===== src/rtl/exe_mem_pipe_stage.sv =====
// EXE->MEM pipeline register with valid/ready handshake and a 2-entry skid buffer.
// The main entry drives the MEM side. The skid entry absorbs one back-pressure cycle.
module exe_mem_pipe_stage #(
    parameter int unsigned DATA_W      = 32,
    parameter int unsigned WIDE_W      = 64,
    parameter int unsigned REGWR_W     = 32,
    parameter int unsigned WB_CTRL_W   = 10,
    parameter int unsigned STALL_CNT_W = 16
) (
    input  logic                   Clk,
    input  logic                   Reset,
    input  logic                   Flush,
    input  logic                   in_valid,
    output logic                   in_ready,
    input  logic [WIDE_W-1:0]      OUT_ALU64,
    input  logic [DATA_W-1:0]      OUT_ALU32,
    input  logic [WIDE_W-1:0]      Rt_data64_EXE,
    input  logic [DATA_W-1:0]      Rt_data_EXE,
    input  logic [DATA_W-1:0]      Rs_data_EXE,
    input  logic [REGWR_W-1:0]     RegWr_EXE,
    input  logic [WB_CTRL_W-1:0]   WB_control_EX,
    input  logic [2:0]             MEM_control_EX,
    output logic                   out_valid,
    input  logic                   out_ready,
    output logic [WIDE_W-1:0]      OUT_ALU64_MEM,
    output logic [DATA_W-1:0]      Adrs_MEM,
    output logic [WIDE_W-1:0]      Rt_data64_MEM,
    output logic [DATA_W-1:0]      Rt_data_MEM,
    output logic [DATA_W-1:0]      HILO_write_MEM,
    output logic [REGWR_W-1:0]     RegWr_MEM,
    output logic [WB_CTRL_W-1:0]   WB_control_MEM,
    output logic                   MemRead,
    output logic                   MemWrite,
    output logic                   MemWrite64,
    output logic [STALL_CNT_W-1:0] stall_cycles
);

    typedef struct packed {
        logic [WIDE_W-1:0]    alu64;
        logic [DATA_W-1:0]    alu32;
        logic [WIDE_W-1:0]    rt64;
        logic [DATA_W-1:0]    rt;
        logic [DATA_W-1:0]    rs;
        logic [REGWR_W-1:0]   regwr;
        logic [WB_CTRL_W-1:0] wb;
        logic [2:0]           mem;
    } entry_t;

    entry_t in_e;
    entry_t m_d, m_q, s_d, s_q;
    logic   m_v_d, m_v_q, s_v_d, s_v_q;
    logic   accept;
    logic [STALL_CNT_W-1:0] stall_d, stall_q;

    localparam logic [STALL_CNT_W-1:0] StallOne = {{(STALL_CNT_W-1){1'b0}}, 1'b1};

    always_comb begin
        in_e.alu64 = OUT_ALU64;
        in_e.alu32 = OUT_ALU32;
        in_e.rt64  = Rt_data64_EXE;
        in_e.rt    = Rt_data_EXE;
        in_e.rs    = Rs_data_EXE;
        in_e.regwr = RegWr_EXE;
        in_e.wb    = WB_control_EX;
        in_e.mem   = MEM_control_EX;
    end

    // in_ready depends only on registered state, so out_ready never reaches it.
    assign in_ready = !s_v_q;
    assign accept   = in_valid && in_ready;

    always_comb begin
        m_d     = m_q;
        s_d     = s_q;
        m_v_d   = m_v_q;
        s_v_d   = s_v_q;
        stall_d = stall_q;

        if (m_v_q && !out_ready && (stall_q != {STALL_CNT_W{1'b1}})) begin
            stall_d = stall_q + StallOne;
        end

        if (Flush) begin
            m_v_d = 1'b0;
            s_v_d = 1'b0;
        end else if (!m_v_q || out_ready) begin
            if (s_v_q) begin
                // Skid entry is older than any new input; it moves up first.
                m_d   = s_q;
                m_v_d = 1'b1;
                s_v_d = accept;
                if (accept) begin
                    s_d = in_e;
                end
            end else begin
                m_v_d = accept;
                if (accept) begin
                    m_d = in_e;
                end
            end
        end else if (accept) begin
            s_d   = in_e;
            s_v_d = 1'b1;
        end
    end

    always_ff @(posedge Clk) begin
        if (Reset) begin
            m_q     <= '0;
            s_q     <= '0;
            m_v_q   <= 1'b0;
            s_v_q   <= 1'b0;
            stall_q <= '0;
        end else begin
            m_q     <= m_d;
            s_q     <= s_d;
            m_v_q   <= m_v_d;
            s_v_q   <= s_v_d;
            stall_q <= stall_d;
        end
    end

    assign out_valid      = m_v_q;
    assign OUT_ALU64_MEM  = m_q.alu64;
    assign Adrs_MEM       = m_q.alu32;
    assign Rt_data64_MEM  = m_q.rt64;
    assign Rt_data_MEM    = m_q.rt;
    assign HILO_write_MEM = m_q.rs;
    assign RegWr_MEM      = m_q.regwr;
    assign WB_control_MEM = m_v_q ? m_q.wb : '0;
    assign MemRead        = m_v_q && m_q.mem[2];
    assign MemWrite       = m_v_q && m_q.mem[1];
    assign MemWrite64     = m_v_q && m_q.mem[0];
    assign stall_cycles   = stall_q;

endmodule

===== config.mk =====
export PLATFORM = sky130hd
export DESIGN_NAME = exe_mem_pipe_stage
export DESIGN_NICKNAME = d
export VERILOG_FILES = /design/src/rtl/exe_mem_pipe_stage.sv
export SDC_FILE = /design/constraint.sdc
export NUM_CORES = 1
export LEC_CHECK = 0
export CAP_MARGIN = 20
export CELL_PAD_IN_SITES_DETAIL_PLACEMENT = 0
export CELL_PAD_IN_SITES_GLOBAL_PLACEMENT = 1
export CORE_ASPECT_RATIO = 0.8
export CORE_MARGIN = 2
export CORE_UTILIZATION = 36
export DETAILED_ROUTE_END_ITERATION = 8
export GPL_ROUTABILITY_DRIVEN = 0
export PLACE_DENSITY_LB_ADDON = 0.1
export SLEW_MARGIN = 20
export SYNTH_ARGS = -nofsm -noshare
export SYNTH_HDL_FRONTEND = slang
export SYNTH_SLANG_ARGS = --single-unit

===== constraint.sdc =====
create_clock -name Clk -period 1.87 [get_ports Clk]
set_input_delay 0.187 -clock Clk [delete_from_list [all_inputs] [get_ports Clk]]
set_output_delay 0.187 -clock Clk [all_outputs]
set_load 0.01 [all_outputs]

==> flow_summary.yaml, run 1 <==
floorplan:
  die_x_um: 291
  dieArea_um2: 67900
  placeableCoreArea_um2: 65400
  pin_count: 561
  std_cell_rows: 84
  dieHeight_um: 233
  start_util_pct: 36.2
critical_path:
  worst_path_max_delay_cell: "clkdlybuf4s50_1"
  critPathBufInv: 1
  crit_family: "buffers and inverters"
  cp_slowest_stage_delay_ps: 640
  path_cells: "clkdlybuf4s50_1"
  crit_arrival_ps: 1610
  startpoint: "stall_cycles[11]"
  crit_path_end_kind: "output pin"
  path_class: "reg2out"
  required_ps: 1680
  startpoint_type: "register"
  rr_startpoint: "out_valid"
  cp_max_fo: 5
clocking:
  cts_buffers: 58
  htree_levels: 2
  clk_latency_ps: 600
  clockBufferDepth: 3
  cts_tree: "built"
  clk_pin_slew_ps: 60
  root_buffer: "clkbuf_16"
  cts_num_sinks: 556
grt:
  grt_overflow: 0
  grtUsageTotal_pct: 20.1
  grt_pass1_vias: 18200
  grt_max_degree: 104
  grt_pass1_wl_um: 108000
  antenna_found_initial: 16
final_layout:
  utilization_pct: 47.7
  regArea_um2: 11100
  mostFrequentLayoutCells: "dfxtp_1, nand2_1, clkdlybuf4s50_1"
  drive_gt1_share_pct: 7.23
  n_fill_cell: 6210
  multi_input_area_um2: 9720
  fin_nets: 3286
  area_growth_syn_to_layout_pct: 31.6
  layout_commonest_cell: "dfxtp_1"
logic_synthesis:
  syn_area_um2: 23700
  avgSynthCellArea_um2: 8.64
  synthArstFlopShare_pct: 0
  synth.net_count: 3017
  synth_cells: 2742
  synth_compound_area_share_pct: 14.9
  yosys.area.top_type: "dfxtp_1"
  synth_edf_count: 0
  yosys.area_share.simple_pct: 14.5
  synth_top_area_share_pct: 47.0
  synth.top_cells.by_area: "dfxtp_1, mux2i_1, a211oi_1, nand2_1, buf_4"
  ys_seq_area_share_pct: 47.0
  synth_cell_types: 32
  ys_seq_elements: 556
  ys_warn_count: 0
  synth_ff_type: "dfxtp_1"
  synthXorXnorAreaFrac_pct: 0
  synthAdderAreaFrac_pct: 0.0528
  synthMuxAreaShare_pct: 11.5
  synth_top_family_by_area: "compound AO/OA/AOI/OAI gates"
detailed_routing:
  routed_wl_um: 71900
  drc_errors: 0
  wl_per_cell_um: 18.3
  viasPerCell: 4.87
  drt_pre_antenna_iters: 5
  vias: 19100
  ant_nets: 0
  drt_iter0_markers: 809
timing:
  relSlewSlack_pct: 63.9
  worst_pin_slew_ps: 542
  setup_tns_ps: 0
  fmax_mhz: 557
  setup_slack_ps: 75.3
  setup_viol_count_final: 0
  rsz0062_at_grt: "true"
  skew_ps: 22.1
  hold_viol_final: 0
  period_share_pct: 96.0
  drv_slew: 0
  final.min_clock_period_ps: 1790
place:
  post-place-ws_ps: -277
  portBuffers: 560
  dp_hpwl_um: 49900
power_and_ir_drop:
  clock_power_share_pct: 43.0
  p_leak_nw: 10.4
  switching_share_pct: 23.7
  p_int_w: 0.0211
  ir_worst_vdd_mv: 0.539
  power.share.combinational_pct: 11.5
  power_w: 0.0276
  switchingPower_w: 0.00656
  seq_power_share_pct: 45.5
  power.density_nw_per_um2: 886
job:
  cap_viol_max_count: 0
worst_hold_path:
  hold_path.class: "in2reg"
  hp-start: "WB_control_EX[8]"
run_status:
  outcome: "finished clean"
per-stage QoR:
step	instances	instance area, um2	hold WS (ps)
floorplan	2742	23700	265
global placement	3804	29000	441
detailed placement	3804	29000	446
CTS	3913	31000	108
global route	3926	31200	138
finish	3927	31200	151
sequential cells by signal, summed over array words and instances (netlist names):
| name | count |
|---|---|
| stall_cycles | 16 |
| HILO_write_MEM | 32 |
| s_q | 269 |
| Adrs_MEM | 32 |
| out_valid | 1 |
| Rt_data_MEM | 32 |
| m_q | 13 |
| s_v_q | 1 |
| OUT_ALU64_MEM | 64 |
| RegWr_MEM | 32 |
| Rt_data64_MEM | 64 |
logic make-up after synthesis:
kind of cell    Yosys count
compound gates          565
buf+inv                 474
mux                     271
flops                   556
simple gates            875
fa+ha+maj                 1
synth_stat cells (all sizes together), types with 7 or more instances:
cell type and number:
and2 13, dfxtp 556, buf 362, nor2 276, nand2 542, nand4 8, a211oi 271, clkbuf 108
mux2i 269, nand3 7, a21oi 281
power by group through the flow:
stage | sequential [W] | clock (W) | combinational (W)
after floorplan | 0.0127 | 0 | 0.00180
after global placement | 0.0128 | 0 | 0.00312
after detailed placement | 0.0128 | 0 | 0.00316
after CTS | 0.0126 | 0.0122 | 0.00317
after global routing | 0.0126 | 0.0127 | 0.00344
final | 0.0126 | 0.0119 | 0.00317
layout make-up:
class	count	area share [%]
Timing Repair Buffer	679	23.2
Multi-Input combinational cell	1712	31.2
Clock buffer	93	5.73
Clock inverter	13	0.546
Inverter	4	0.0482
Antenna cell	10	0.0803
Tap cell	860	3.45
Sequential cell	556	35.7
per-layer routing:
metal | track usage [%] | up-vias | share of wire, %
met5 | 0 | - | 0.12
met4 | 6.36 | 14 | 2.3
met3 | 5.06 | 106 | 5.7
met2 | 33.0 | 395 | 47
met1 | 25.9 | 8975 | 45
li1 | - | 9626 | -
path summary, 6_finish.rpt:
path                            to  slack (ps)  cells after the start
hold / removal             s_q[11]         150                      3
setup / recovery  stall_cycles[11]          80                      1
setup reg to reg  Rt_data64_MEM[5]          80                      7
hold reg to reg            s_q[96]         450                      2
repair_timing:
action | 4_1_cts | 5_1_grt
gates cloned | 2 | 2
endpoints found under the setup margin | 31 | 60
hold endpoints to repair | 18 | 0
hold buffers | 1 | 0
resized for setup | 42 | 13
buffers inserted | 0 | 2
pin swaps | 0 | 0
Power figures use the tool's default switching activity.
==> run 2, diff against run 1 <==
==> constraint.sdc (replaced) <==
create_clock -name Clk -period 1.87 [get_ports Clk]
set_input_delay 0.187 -clock Clk [delete_from_list [all_inputs] [get_ports Clk]]
set_output_delay 0.187 -clock Clk [all_outputs]
set_load 0.05 [all_outputs]
==> run 2 against run 1 <==
Die area did not move; critical path depth did not move; design area fell by 1.3%; sequential power barely moved; cell count fell by 0.36%; sequential share of layout area rose by 0.50 points; largest cell class unchanged; non-clock buffer count fell by 10.
==> flow_summary.yaml, run 2 (synthesis gave the netlist of run 1 again) <==
run_status:
  outcome: "finished clean"
timing:
  relSlewSlack_pct: 58.8
  final.min_clock_period_ps: 1810
  setup_slack_ps: 63.4
  setup_viol_count_final: 0
  rsz0062_at_grt: "false"
  fmax_mhz: 554
  period_share_pct: 96.6
  worst_pin_slew_ps: 613
  drv_slew: 0
  hold_viol_final: 0
  skew_ps: 13.4
job:
  cap_viol_max_count: 0
clocking:
  cts_num_sinks: 556
  cts_tree: "built"
  root_buffer: "clkbuf_16"
  clk_latency_ps: 600
  clockBufferDepth: 3
  htree_levels: 2
  cts_buffers: 59
  clk_pin_slew_ps: 60
  cts_setup_buffers: 0
place:
  postPlaceCellArea_um2: 29000
  dp_hpwl_um: 49800
  place_inst: 3801
  post-place-ws_ps: -201
  portBuffers: 560
critical_path:
  rr_startpoint: "s_v_q"
  crit_path_end_kind: "output pin"
  cp_slowest_stage_delay_ps: 600
  cp_max_fo: 2
  worst_path_max_delay_cell: "dlygate4sd2_1"
  path_class: "reg2out"
  startpoint_type: "register"
  path_cells: "dlygate4sd2_1"
  crit_family: "buffers and inverters"
  critPathBufInv: 1
  crit_arrival_ps: 1620
  required_ps: 1680
  startpoint: "Rt_data64_MEM[47]"
detailed_routing:
  drc_errors: 0
  wl_per_cell_um: 17.9
  viasPerCell: 4.86
  routed_wl_um: 70200
  drt_pre_antenna_iters: 5
  ant_nets: 0
  vias: 19000
  drt_iter0_markers: 982
floorplan:
  pin_count: 561
  std_cell_rows: 84
  die_x_um: 291
  dieHeight_um: 233
  placeableCoreArea_um2: 65400
  start_util_pct: 36.2
  dieArea_um2: 67900
final_layout:
  mostFrequentLayoutCells: "dfxtp_1, nand2_1, a21oi_1"
  top_register: "s_q"
  layout_commonest_cell: "dfxtp_1"
  largest_reg_flops: 269
  instances_no_fill: 3913
  drive_gt1_share_pct: 9.65
  fin_nets: 3277
  area_growth_syn_to_layout_pct: 29.8
  postLayoutCellArea_um2: 30800
worst_hold_path:
  hp-start: "RegWr_EXE[23]"
  hold_path.class: "in2reg"
power_and_ir_drop:
  p_leak_nw: 11.2
  p_int_w: 0.0211
  power.density_nw_per_um2: 938
  seq_power_share_pct: 43.5
  switching_share_pct: 26.8
  power.share.combinational_pct: 14.2
  ir_worst_vdd_mv: 0.705
  power_w: 0.0289
  switchingPower_w: 0.00773
  clock_power_share_pct: 42.3
grt:
  grt_pass1_vias: 18200
  grt_pass1_wl_um: 108000
  antenna_found_initial: 14
  grtUsageTotal_pct: 19.9
  grt_max_degree: 86
  grt_overflow: 0
run 2: stage by stage:
stage | TNS, ps | hold WS [ps] | util [%]
detailed placement | -44610 | 446 | 44.3
floorplan | -2.37 | 258 | -
CTS | 0 | 104 | 47.0
global placement | -29840 | 440 | 44.3
global route | 0 | 135 | 47.0
finish | 0 | 155 | 47.1
run 2: worst paths after layout:
| check | endpoint | slack, ps | cells after the start |
|---|---|---|---|
| setup reg to reg | Rt_data64_MEM[31] | 170 | 4 |
| hold / removal | s_q[36] | 160 | 3 |
| setup / recovery | Rt_data64_MEM[47] | 60 | 1 |
| hold reg to reg | s_q[169] | 450 | 2 |
run 2: layer usage:
| layer | GRT usage (%) | up-vias | wire length [um] |
|---|---|---|---|
| li1 | - | 9631 | - |
| met1 | 25.1 | 8885 | 30700 |
| met2 | 33.6 | 408 | 33500 |
| met3 | 5.31 | 94 | 4450 |
| met4 | 5.36 | 18 | 1430 |
| met5 | 0 | - | 120 |
run 2: cell type report:
class                      instances  area, um2
inverter                           4       15.0
tap                              860       1080
timing repair buffer             669       6730
clock buffer                      90       1870
clock inverter                    16        183
fill                            6284      34600
sequential                       556      11100
antenna                            6       15.0
multi-input combinational       1712       9730
run 2: worst min-delay path, delay by kind of cell:
kind,cells,cell delay (ps)
AO/OA/AOI/OAI,1,50
buffers and inverters,1,410
AND/OR/NAND/NOR,1,60
run 2: power by group through the flow:
stage	clock, W	sequential (W)	combinational (W)
floorplan	0	0.0127	0.00299
global placement	0	0.0128	0.00431
detailed placement	0	0.0128	0.00433
CTS	0.0126	0.0126	0.00412
global route	0.0131	0.0126	0.00435
finish	0.0122	0.0126	0.00408
run 2: what timing repair did:
| action | in CTS | in global routing |
|---|---|---|
| endpoints found under the hold margin | 24 | 0 |
| setup endpoints to repair | 228 | 1 |
| resized for setup | 224 | 1 |
| hold buffers | 1 | 0 |
==> run 3, diff against run 2 <==
--- a/config.mk
+++ b/config.mk
@@ -11,6 +11,7 @@
 export CORE_ASPECT_RATIO = 0.8
 export CORE_MARGIN = 2
 export CORE_UTILIZATION = 36
+export CTS_CLUSTER_SIZE = 8
 export DETAILED_ROUTE_END_ITERATION = 8
 export GPL_ROUTABILITY_DRIVEN = 0
 export PLACE_DENSITY_LB_ADDON = 0.1
==> run 3 against run 2 <==
Global-route usage increased by 0.26 points; die area unchanged; sequential power about the same; largest power group is now clock; design area grew 0.24%; worst setup slack better by 8.8 ps; clock power grew 5%; fmax increased by 0.49%; highest routed layer unchanged.
==> flow_summary.yaml, run 3 (synthesis gave the netlist of run 1 again) <==
worst_hold_path:
  hp-start: "OUT_ALU64[54]"
  min_delay_path_depth: 3
  hold_path.class: "in2reg"
  hold_end: "s_q[259]"
critical_path:
  crit_arrival_ps: 1610
  rr_endpoint: "OUT_ALU64_MEM[52]"
  path_class: "reg2out"
  r2r_cells: 4
  rr_startpoint: "s_v_q"
  r2r_slack_ps: 160
  crit_path_end_kind: "output pin"
  cp_max_fo: 14
  required_ps: 1680
  startpoint_type: "register"
power_and_ir_drop:
  switching_share_pct: 27.2
  p_leak_nw: 11.2
  ir_worst_vdd_mv: 0.558
  p_int_w: 0.0214
  seq_power_share_pct: 42.7
  switchingPower_w: 0.00802
  power.share.combinational_pct: 13.9
  power.density_nw_per_um2: 955
  power_w: 0.0295
  clock_power_share_pct: 43.4
place:
  postPlaceCellArea_um2: 29000
  post-place-ws_ps: -201
  portBuffers: 560
  dp_hpwl_um: 49800
floorplan:
  dieHeight_um: 233
  placeableCoreArea_um2: 65400
  die_x_um: 291
  std_cell_rows: 84
  dieArea_um2: 67900
  start_util_pct: 36.2
  pin_count: 561
timing:
  period_share_pct: 96.1
  relSlewSlack_pct: 56.8
  hold_slack_ps: 161
  hold_viol_final: 0
  fmax_mhz: 556
  skew_ps: 12.9
  worst_pin_slew_ps: 643
  setup_slack_ps: 72.2
  rsz0062_at_grt: "false"
  drv_slew: 0
  setup_viol_count_final: 0
  final.min_clock_period_ps: 1800
final_layout:
  drive_gt1_share_pct: 9.27
  utilization_pct: 47.2
  postLayoutCellArea_um2: 30800
  fin_nets: 3297
  area_growth_syn_to_layout_pct: 30.1
  mostFrequentLayoutCells: "dfxtp_1, nand2_1, a21oi_1"
  layout_commonest_cell: "dfxtp_1"
  largest_reg_flops: 269
  top_register: "s_q"
clocking:
  cts_buffers: 79
  cts_tree: "built"
  htree_levels: 3
  clk_latency_ps: 610
  clk_pin_slew_ps: 50
  cts_num_sinks: 556
  cts_setup_buffers: 0
  clockBufferDepth: 3
  root_buffer: "clkbuf_16"
run_status:
  outcome: "finished clean"
grt:
  grt_pass1_wl_um: 108000
  antenna_found_initial: 14
  grt_pass1_vias: 18500
  grtUsageTotal_pct: 20.2
  grt_max_degree: 86
  grt_overflow: 0
detailed_routing:
  vias: 19100
  drc_errors: 0
  wl_per_cell_um: 18.2
  drt_pre_antenna_iters: 5
  routed_wl_um: 70700
  drt_iter0_markers: 898
  ant_nets: 0
  viasPerCell: 4.90
job:
  cap_viol_max_count: 0
run 3: changes by cell type in the layout (fill, tap and decap cells not counted):
cell	change
clkbuf_8	-23
clkbuf_16	+20
clkinv_2	-10
bufinv_16	-4
clkbuf_1	-4
clkinv_8	+2
inv_16	+2
clkinvlp_4	-1
inv_6	+1
run 3: timing repair:
action,in CTS,in global routing
hold buffers,1,0
resized for setup,224,1
hold endpoints to repair,24,0
endpoints found under the setup margin,228,1
run 3: final cells by class:
cell class                      count  area (um2)
Fill cell                        6299       34500
Sequential cell                   556       11100
Multi-Input combinational cell   1712        9730
Timing Repair Buffer              669        6730
Clock buffer                       83        2030
Tap cell                          860        1080
Clock inverter                      6        86.3
Inverter                            4        15.0
Antenna cell                        6        15.0
run 3: how the worst max path moves through the flow:
stage                                 start                  to  slack [ps]
after global routing              out_valid  HILO_write_MEM[26]          10
after floorplan             stall_cycles[6]     stall_cycles[9]          -2
after global placement            out_ready              m_q[6]        -150
after detailed placement          out_ready  HILO_write_MEM[14]        -200
final                             out_valid   WB_control_MEM[5]          70
after CTS                 Rt_data64_MEM[47]   Rt_data64_MEM[47]           9
run 3: power groups by stage:
| stage | Sequential, W | Clock [W] | Combinational [W] |
|---|---|---|---|
| after detailed placement | 0.0128 | 0 | 0.00433 |
| final | 0.0126 | 0.0128 | 0.00409 |
| after global placement | 0.0128 | 0 | 0.00431 |
| after floorplan | 0.0127 | 0 | 0.00299 |
| after CTS | 0.0126 | 0.0132 | 0.00413 |
| after global routing | 0.0126 | 0.0137 | 0.00435 |
run 3: metrics by stage:
step	instances	setup TNS [ps]
final	3896	0
after global routing	3894	0
after detailed placement	3801	-44610
after floorplan	2742	-2.37
after global placement	3801	-29840
after CTS	3890	0
run 3: layer usage:
| layer | up-vias | wire (um) | GRT usage (%) |
|---|---|---|---|
| met5 | - | 121 | 0 |
| met1 | 8902 | 30800 | 25.1 |
| li1 | 9659 | - | - |
| met2 | 408 | 33800 | 33.9 |
| met3 | 120 | 4250 | 5.57 |
| met4 | 18 | 1770 | 6.61 |
run 3: critical path, stage by stage, from the launching register on:
cell and delay, ps:
dfxtp_2 350, buf_6 210, and2_1 270, buf_12 170
